### config.mk
export PLATFORM = sky130hd
export DESIGN_NAME = register_update_sequencer
export DESIGN_NICKNAME = d
export VERILOG_FILES = /design/src/rtl/register_update_sequencer.sv
export SDC_FILE = /design/constraint.sdc
export NUM_CORES = 1
export LEC_CHECK = 0
export BUFFER_PORTS_ARGS = -buffer_cell sky130_fd_sc_hd__clkbuf_2
export CORE_MARGIN = 2
export CORE_UTILIZATION = 58
export DETAILED_ROUTE_END_ITERATION = 10
export PLACE_DENSITY = 0.84
export SETUP_SLACK_MARGIN = 0.15
export SLEW_MARGIN = 25
export SYNTH_ARGS = -nofsm -noshare
export SYNTH_HDL_FRONTEND = slang
export SYNTH_SLANG_ARGS = --single-unit
### constraint.sdc
create_clock -name clk -period 2.7 [get_ports clk]
set_input_delay 0.135 -clock clk [delete_from_list [all_inputs] [get_ports clk]]
set_output_delay 0.135 -clock clk [all_outputs]
set_load 0.05 [all_outputs]
### src/rtl/register_update_sequencer.sv
// Hands register updates to a clock-crossing synchronizer one at a time.
// Keeps at most one newer value queued and re-issues transfers that are never acknowledged.
module register_update_sequencer #(
  parameter int unsigned      WIDTH   = 16,
  parameter logic [WIDTH-1:0] INIT    = '0,
  parameter int unsigned      TIMEOUT = 255
) (
  input  logic             clk,
  input  logic             rst,
  input  logic             wr_en,
  input  logic [WIDTH-1:0] wr_data,
  output logic             sync_en,
  output logic [WIDTH-1:0] sync_data,
  input  logic             sync_ack,
  output logic             busy,
  output logic             pending,
  output logic [7:0]       coalesce_count,
  output logic [7:0]       timeout_count
);

  localparam int unsigned TW = $clog2(TIMEOUT + 2);
  localparam logic [TW-1:0] TMAX = TW'(TIMEOUT);

  typedef enum logic {
    S_IDLE,
    S_WAIT
  } state_t;

  state_t           state;
  state_t           state_nx;
  logic             en_q;
  logic             en_nx;
  logic [WIDTH-1:0] data_q;
  logic [WIDTH-1:0] data_nx;
  logic [WIDTH-1:0] pdata_q;
  logic [WIDTH-1:0] pdata_nx;
  logic             pend_q;
  logic             pend_nx;
  logic [TW-1:0]    timer_q;
  logic [TW-1:0]    timer_nx;
  logic [7:0]       ccnt_q;
  logic [7:0]       ccnt_nx;
  logic [7:0]       tcnt_q;
  logic [7:0]       tcnt_nx;

  logic in_wait;
  logic ack_v;
  logic tmo;
  logic idle_wr;
  logic ack_wr;
  logic ack_pend;
  logic ack_done;
  logic wait_hold;

  // An ack landing on the launch cycle cannot belong to that transfer.
  assign in_wait   = (state == S_WAIT);
  assign ack_v     = in_wait && sync_ack && !en_q;
  assign tmo       = (TIMEOUT != 0) && in_wait &&
                     !ack_v && (timer_q == TMAX);
  assign idle_wr   = !in_wait && wr_en;
  assign ack_wr    = ack_v && wr_en;
  assign ack_pend  = ack_v && !wr_en && pend_q;
  assign ack_done  = ack_v && !wr_en && !pend_q;
  assign wait_hold = in_wait && !ack_v;

  always_ff @(posedge clk) begin
    if (rst) begin
      state   <= S_IDLE;
      en_q    <= 1'b0;
      data_q  <= INIT;
      pdata_q <= INIT;
      pend_q  <= 1'b0;
      timer_q <= '0;
      ccnt_q  <= '0;
      tcnt_q  <= '0;
    end else begin
      state   <= state_nx;
      en_q    <= en_nx;
      data_q  <= data_nx;
      pdata_q <= pdata_nx;
      pend_q  <= pend_nx;
      timer_q <= timer_nx;
      ccnt_q  <= ccnt_nx;
      tcnt_q  <= tcnt_nx;
    end
  end

  always_comb begin
    state_nx = state;
    unique case (state)
      S_IDLE: if (wr_en) state_nx = S_WAIT;
      S_WAIT: if (ack_done) state_nx = S_IDLE;
      default: state_nx = S_IDLE;
    endcase
  end

  always_comb begin
    en_nx    = 1'b0;
    data_nx  = data_q;
    pdata_nx = pdata_q;
    pend_nx  = pend_q;
    timer_nx = timer_q;
    ccnt_nx  = ccnt_q;
    tcnt_nx  = tcnt_q;
    unique case (1'b1)
      idle_wr: begin
        en_nx    = 1'b1;
        data_nx  = wr_data;
        timer_nx = '0;
      end
      ack_wr: begin
        en_nx    = 1'b1;
        data_nx  = wr_data;
        pend_nx  = 1'b0;
        timer_nx = '0;
        if (pend_q && ccnt_q != 8'hFF)
          ccnt_nx = ccnt_q + 8'd1;
      end
      ack_pend: begin
        en_nx    = 1'b1;
        data_nx  = pdata_q;
        pend_nx  = 1'b0;
        timer_nx = '0;
      end
      ack_done: begin
        timer_nx = '0;
      end
      wait_hold: begin
        if (wr_en) begin
          pdata_nx = wr_data;
          pend_nx  = 1'b1;
          if (pend_q && ccnt_q != 8'hFF)
            ccnt_nx = ccnt_q + 8'd1;
        end
        // Re-issue the same value; a queued value waits for a real ack.
        if (tmo) begin
          en_nx    = 1'b1;
          timer_nx = '0;
          if (tcnt_q != 8'hFF)
            tcnt_nx = tcnt_q + 8'd1;
        end else begin
          timer_nx = timer_q + 1'b1;
        end
      end
      default: ;
    endcase
  end

  assign sync_en        = en_q;
  assign sync_data      = data_q;
  assign busy           = in_wait;
  assign pending        = pend_q;
  assign coalesce_count = ccnt_q;
  assign timeout_count  = tcnt_q;

endmodule

======== Word level (Yosys, flattened, before mapping) ========
Cells that the tools add are included.
Widths: inputs -> output; s select.
word-level totals
  bits in registers ....................... 60
  input port bits ......................... 20
  word-level logic and storage cells ...... 56
operators by class
  $add $sub $neg .......................... 3
  equal/unequal tests ..................... 4
  muxes and demuxes ....................... 13
  bitwise logic cells ..................... 1
  reduce and logical (&&, ||, !) cells .... 27
operators by type and width
  kind                 number
  $pmux 16 s2          1
  $pmux 9 s2           1
  $add 8x1->8 const B  2
  $mux 8               2
  $ne 8x8->1 const B   2
  $pmux 8 s2           1
  $logic_and 1x1->1    10
  $add 9x1->9 const B  1
  $eq 9x8->1 const B   1
  $mux 9               1
  $reduce_bool 2->1    4
  $pmux 1 s2           3
  $reduce_and 2->1     3
  $logic_not 1->1      5
  $mux 1               4
  $reduce_or 2->1      2
  $reduce_or 4->1      1
  $reduce_and 3->1     1
  $reduce_or 3->1      1
  $ne 2x2->1 const B   1
  $not 1->1            1

======== Depth between registers and ports, before layout ========
Gate-level depths: netlist (run 1).
  word-level depth ........................ 7
  mapped depth ............................ 6
  mapped depth without buffers ............ 5

======== Worst setup path after synthesis (run 1) ========
OpenSTA, ideal clock, no wires.
  path kind ............................... register to register
  start point ............................. reg state (netlist: busy)
  end point ............................... reg ccnt_q[7] (netlist: coalesce_count[7])
  library setup time ...................... 0.123 ns
  arrival time ............................ 1.799 ns
  path slack .............................. 0.778 ns
  stages on the path, launching flop included .. 6
  cell sequence ........................... dfxtp_1 > buf_2 > nand3_1 > nor2_1 > nand3_1 > mux2_1
on the way
  longest elaborated chain between the ends .. 6
ends and longest elaborated chain
  item                                                              line  RTL
  start: declaration                                                29    state_t state;
  start signal: assignment                                          77    state <= state_nx;
  $logic_and 1x1->1 (2 in a row)                                    57    assign ack_v = in_wait && sync_ack && !en_q;
  $logic_not 1->1                                                   64    assign wait_hold = in_wait && !ack_v;
  $logic_and 1x1->1                                                 64
  $ne 2x2->1 (no source line) or $reduce_bool 2->1 (tied branches)  --
  $reduce_and 2->1 (no source line)                                 --
  end signal: assignment                                            83    ccnt_q <= ccnt_nx;
  end: declaration                                                  41    logic [7:0] ccnt_q;
Several ways; a longest one is shown, not always the timed one.
A chain may end at the register's enable or synchronous reset.

======== Worst setup path after layout (run 1) ========
  start point ............................. reg timer_q[0]
  end point ............................... reg tcnt_q[6] (netlist: timeout_count[6])
on the way
  longest elaborated chain between the ends .. 3
ends and longest elaborated chain
  item                               line  RTL
  start: declaration                 39    logic [TW-1:0] timer_q;
  start signal: assignment           82    timer_q <= timer_nx;
  $eq 9x8->1                         59    !ack_v && (timer_q == TMAX);
  $logic_and 1x1->1                  59
  $reduce_and 3->1 (no source line)  --
  end signal: assignment             84    tcnt_q <= tcnt_nx;
  end: declaration                   43    logic [7:0] tcnt_q;
No other way between the ends.

==> reports/metrics.yaml, run 1 <==
synth_compound_area_share_pct: 18.6
core_area_sq_mm: 0.00438
grt_max_degree: 35
die_h_um: 71.8
synth.mux.area_fraction_pct: 7.61
synth_common_cells: "dfxtp_1 (60), nand2_1 (40), nor2_1 (31)"
start_util_pct: 60.8
crit_path_start_kind: "flip-flop"
routed_via_density: 5.98
synth_top_area_share_pct: 45.1
post_cts_buffers: 0
wl_per_cell_um: 15.1
postPlaceCellArea_sq_mm: 0.00294
finalNonFillerCells: 412
fp.dieArea_sq_mm: 0.00515
ctsResizeCount: 0
row_count: 24
critPathKind: "reg -> reg"
synth-xor-area-share_pct: 0.986
clock-sinks: 60
yosysWarnings: 0
synth_area_leaders: "dfxtp_1 (45%), mux2i_1 (6.8%), a211oi_1 (5.6%), nand2_1 (5.6%), a21oi_1 (5.4%)"
grt_pass1_vias: 2244
portBuffers: 54
path_max_fanout: 8
syn-cell-area_sq_mm: 0.00266
cts_hold_buf: 0
drtIter0Drc: 176
worst_setup_path_end_kind: "flip-flop"
async_flop_share_pct: 0
postLayoutCellArea_sq_mm: 0.00319
irDropWorstVdd_mv: 0.515
hold_viol: 0
outcome: "completed"
syn_to_final_growth_pct: 19.7
setup_slack_ps: 644
synthFlopType: "dfxtp_1"
ctsRootBufferMaster: "clkbuf_8"
synth_cells: 306
io_pins: 55
synth-simple-area-share_pct: 22.4
power_density_mw_per_mm2: 672
finalMaxSlewViolations: 0
clk_pin_slew_ps: 80
avgSynthCellArea_sq_um: 8.71
dpl.hpwl_mm: 4.01
synthesis.nets: 329
post-place-cells: 396
ant_nets: 0
reg2reg_depth: 5
vias: 2465
rsz0062_at_grt: "false"
diodes: 0
worstHoldPathCells: 3
min_period_over_period_pct: 76.1
synth_edf_count: 0
grt_pass1_wl_mm: 10.1
max_freq_mhz: 486
routed_wl_mm: 6.21
gp_congestion: 0.870
slew_headroom_pct: 54.2
synth_top_family_by_area: "simple AND/OR/NAND/NOR gates"
insertion_delay_ps: 340
cellLeakagePower_nw: 1.31
firstDrtPassIters: 4
route.detailed.drc: 0
numCtsBuffers: 9
total_power_w: 0.00214
fp.dieW_um: 71.8
critical_path_required_ps: 2940
skew_ps: 16.0
period_needed_ps: 2060
drive_gt1_share_pct: 22.2
cap_violations: 0
setup_viol: 0
htree_levels: 3
overflow: 0
arrival_ps: 2290
synthAdderAreaFrac_pct: 1.41
final.fill_count: 322
finalNetCount: 378
cts_buffer_depth: 2
worst_slew_pin_slew_ps: 685
synth_cell_types: 47
hold_path.class: "in -> reg"
cts_tree: "built"
antenna_found_initial: 0
grt_util_all_layers_pct: 25.4
post-synth-top-count-cell: "dfxtp_1"
synth_top_cell_by_area: "dfxtp_1"
yosysSeqAreaShare_pct: 45.1
ys_seq_elements: 60
pre_cts_slack_ps: 642
tns_ps: 0
==> critical path, cell delays in order, from the launching register on <==
cell     delay [ps]
dfxtp_1         380
ha_1            240
and4_1          400
nand4_4         180
or4b_1          560
and3_1          200
==> placed cells by master (no fill, tap or decap), types with 2 or more instances in the layout <==
master      instances
buf_4               4
nor4_1              2
or4_1               3
a21oi_1            29
clkbuf_8            9
inv_1               3
o21a_1              2
clkinvlp_4          2
a31oi_1             4
mux2i_1            18
bufinv_16           3
nand3_1            14
or3_1               3
and3_1              5
and4_1              3
nand2_1            40
xor2_1              2
mux2_1              2
nor3_1              3
nand4_1             3
dfxtp_1            60
clkbuf_2           54
ha_1                3
a211oi_1           20
a311oi_1            3
nor2_1             31
o31ai_1             3
nand4b_1            2
nor2b_1             3
a41oi_1             2
o21ai_0             6
==> state kept, by name, summed over array words and instances (netlist names) <==
signal / flops
coalesce_count: 8
pending: 1
sync_en: 1
busy: 1
timer_q: 9
sync_data: 16
pdata_q: 16
timeout_count: 8
==> cell type report <==
type,instances,area (sq um),share of cell area (%)
multi-input combinational,222,1360,42.7
timing repair buffer,58,300,9.42
sequential,60,1200,37.7
tap,52,65.1,2.04
clock buffer,9,124,3.89
inverter,4,15.0,0.471
clock inverter,7,123,3.85
==> cell families (layout without fill, tap and decap cells) <==
group                    count (synthesis)  after routing
flip-flops                              60             60
XOR/XNOR                                 3              3
adder cells (fa/ha/maj)                  3              3
AO/OA/AOI/OAI                           76             76
multiplexers                            20             20
AND/OR/NAND/NOR                        120            120
buffers and inverters                   24             78
==> power by group <==
part	total [W]	internal, W	switching (W)
sequential	0.000936	0.000913	0.0000228
clock	0.000992	0.000617	0.000375
combinational	0.000216	0.0000632	0.000153
total	0.00214	0.00159	0.000550
==> final timing paths <==
kind	from	endpoint	slack, ps
worst max-delay path	timer_q[0]$_SDFFE_PP0P_	timeout_count[6]$_SDFFE_PP0P_	640
worst max register to register	timer_q[0]$_SDFFE_PP0P_	timeout_count[6]$_SDFFE_PP0P_	640
worst min-delay path	wr_data[15]	pdata_q[15]$_SDFFE_PP0P_	20
worst min register to register	pdata_q[1]$_SDFFE_PP0P_	pdata_q[1]$_SDFFE_PP0P_	460
==> layer usage <==
metal | wire (um) | GRT usage (%) | share of wire, % | vias to the layer above
met2 | 3090 | 41.6 | 50 | 79
met4 | 130 | 13.6 | 2.1 | 0
met5 | 0 | 0 | 0 | -
met3 | 356 | 6.75 | 5.7 | 14
met1 | 2640 | 30.3 | 42 | 1165
li1 | - | - | - | 1207
==> stage by stage <==
step | util, % | hold slack (ps)
after detailed placement | 67.1 | 383
after CTS | 72.7 | 18.3
after global placement | 67.1 | 374
after global routing | 72.7 | 23.1
final | 72.7 | 24.2
after floorplan | - | 271
Note: power is estimated with default switching activity, not from simulation.
==> run 2: changes to the inputs <==
- CORE_UTILIZATION: 58 -> 49
- PLACE_DENSITY: 0.84 -> 0.75
- clock period: 2.7 -> 1.85 ns (I/O delays scaled with it)
==> run 2 against run 1 <==
Net effect: combinational power grew 68%; flip-flop and latch count is the same; die area is 17% higher; routed wire length grew 7.6%; critical path depth is the same; fmax increased by 22%; largest cell class unchanged; clock skew down 10 ps; hold slack worse by 7.2 ps.
==> reports/metrics.yaml, run 2 (synthesis results as in run 1) <==
outcome: "completed"
diodes: 0  # unchanged
row_count: 26  # +8.3%
cap_violations: 0  # unchanged
wl_per_cell_um: 14.5  # -3.7%
clock-sinks: 60  # unchanged
setup_viol: 0  # unchanged
vias: 2555  # +3.7%
firstDrtPassIters: 4  # unchanged
gp_congestion: 0.831  # -4.5%
skew_ps: 5.65  # -10.4 ps
start_util_pct: 51.5  # -9.3 points
max_freq_mhz: 595  # +22%
rsz0062_at_grt: "true"
grt_busiest_layer: "met2"
grt_pass1_wl_mm: 11.2  # +11%
slew_headroom_pct: 56.5  # +2.2 points
dpl.hpwl_mm: 4.11  # +2.5%
irDropWorstVdd_mv: 0.477  # -7.3%
cpPeakStageDelay_ps: 480  # -80 ps
portBuffers: 54  # unchanged
critical_path_required_ps: 2080  # -860 ps
grtUsageMet3_pct: 5.58  # -1.2 points
grt_pass1_vias: 2449  # +9.1%
worst_slew_pin_slew_ps: 653  # -31.7 ps
numCtsBuffers: 9  # unchanged
syn_to_final_growth_pct: 34.3
grt_util_all_layers_pct: 23.4  # -2.0 points
cts_tree: "built"
tns_ps: 0  # unchanged
hold_viol: 0  # unchanged
multiInputGateArea_sq_mm: 0.00144  # +5.9%
cts_buffer_depth: 2  # unchanged
crit_path_start_kind: "flip-flop"
grt_max_degree: 33  # -5.7%
worst_setup_path_end_kind: "flip-flop"
io_pins: 55  # unchanged
crit_chain: "ha_4, and4_4, nand4_4, or4b_1, and3_1"
finalNetCount: 408  # +7.9%
drive_gt1_share_pct: 30.0  # +7.8 points
route.detailed.drc: 0  # unchanged
final_util_pct: 69.2  # -3.5 points
finalNonFillerCells: 460  # +12%
routed_via_density: 5.55  # -7.2%
htree_levels: 3  # unchanged
antenna_found_initial: 0  # unchanged
hold_path.class: "in -> reg"
critPathKind: "reg -> reg"
grt_util_met1_pct: 28.2  # -2.1 points
period_needed_ps: 1680  # -375 ps
path_max_fanout: 4  # -4
fp.dieArea_sq_mm: 0.00604  # +17%
final.fill_count: 404  # +25%
ctsRootBufferMaster: "clkbuf_8"
cp_top_family: "simple AND/OR/NAND/NOR gates"
ant_nets: 0  # unchanged
hold_ws_ps: 17.0  # -7.18 ps
drtIter0Drc: 143  # -19%
insertion_delay_ps: 340  # about the same
power_density_mw_per_mm2: 845  # +26%
post-place-cells: 424  # +7.1%
die_h_um: 77.7  # +8.3%
fp.dieW_um: 77.7  # +8.3%
cp_slowest_cell: "or4b_1"
total_power_w: 0.00302  # +41%
min_period_over_period_pct: 90.9  # +15 points
grtUsageMet2_pct: 37.5  # -4.1 points
layout.area.seq_sq_mm: 0.00122  # +1.8%
routed_wl_mm: 6.68  # +7.6%
arrival_ps: 1910  # -380 ps
final_cell_mix: "clkbuf_2 (54), dfxtp_1 (47), nand2_1 (40)"
path_buf_inv: 0  # unchanged
core_area_sq_mm: 0.00517  # +18%
cellLeakagePower_nw: 1.45  # +11%
finalMaxSlewViolations: 0  # unchanged
clk_pin_slew_ps: 70  # about the same
final_common_cell: "clkbuf_2"
overflow: 0  # unchanged
## run 2: changes by cell type in the layout (fill, tap and decap cells not counted), sizes merged
cell,before,now
dlygate4sd3,0,15
buf,4,19
inv,5,4
clkbuf,63,66
bufinv,3,2
clkinvlp,2,1
## run 2: path summary, 6_finish.rpt
path | endpoint | depth (start not counted) | from | slack (ps)
worst min register to register | pdata_q[7]$_SDFFE_PP0P_ | 2 | pdata_q[7]$_SDFFE_PP0P_ | 460
worst max-delay path | timeout_count[6]$_SDFFE_PP0P_ | 5 | timer_q[0]$_SDFFE_PP0P_ | 170
worst min-delay path | pdata_q[9]$_SDFFE_PP0P_ | 3 | wr_data[9] | 20
worst max register to register | timeout_count[6]$_SDFFE_PP0P_ | 5 | timer_q[0]$_SDFFE_PP0P_ | 170
## run 2: metal layers
layer	vias up	routed length (um)
met2	72	3160
li1	1273	-
met3	25	323
met5	-	0
met1	1185	3000
met4	0	207
## run 2: where the power goes
part,total [W],switching [W],internal (W)
clock,0.00130,0.000506,0.000794
sequential,0.00136,0.0000310,0.00133
combinational,0.000362,0.000232,0.000130
## run 2: layout make-up
cell class	instances	share of cell area (%)
well taps	70	2.45
repair buffers	88	16.6
multi-input cells	222	40.2
clock inverters	4	2.03
flip-flops and latches	60	34.2
inverters	4	0.420
clock buffers	12	4.06
## run 2: tightest hold or removal path: stages
cell      delay [ps]
clkbuf_2         100
nand2_1           60
a21oi_1           60
## run 2: metrics by stage
step / instance area [sq um] / worst slack [ps]
floorplan: 2690 / 156
global placement: 3090 / 140
detailed placement: 3090 / 74.2
CTS: 3490 / 161
global route: 3580 / 84.2
finish: 3580 / 169
## run 2: timing repair
action / in CTS / in global routing
setup endpoints to repair: 5 / 7
pin swaps: 0 / 7
hold buffers: 15 / 0
gates resized for setup: 6 / 12
buffers inserted: 0 / 5
hold endpoints to repair: 15 / 0
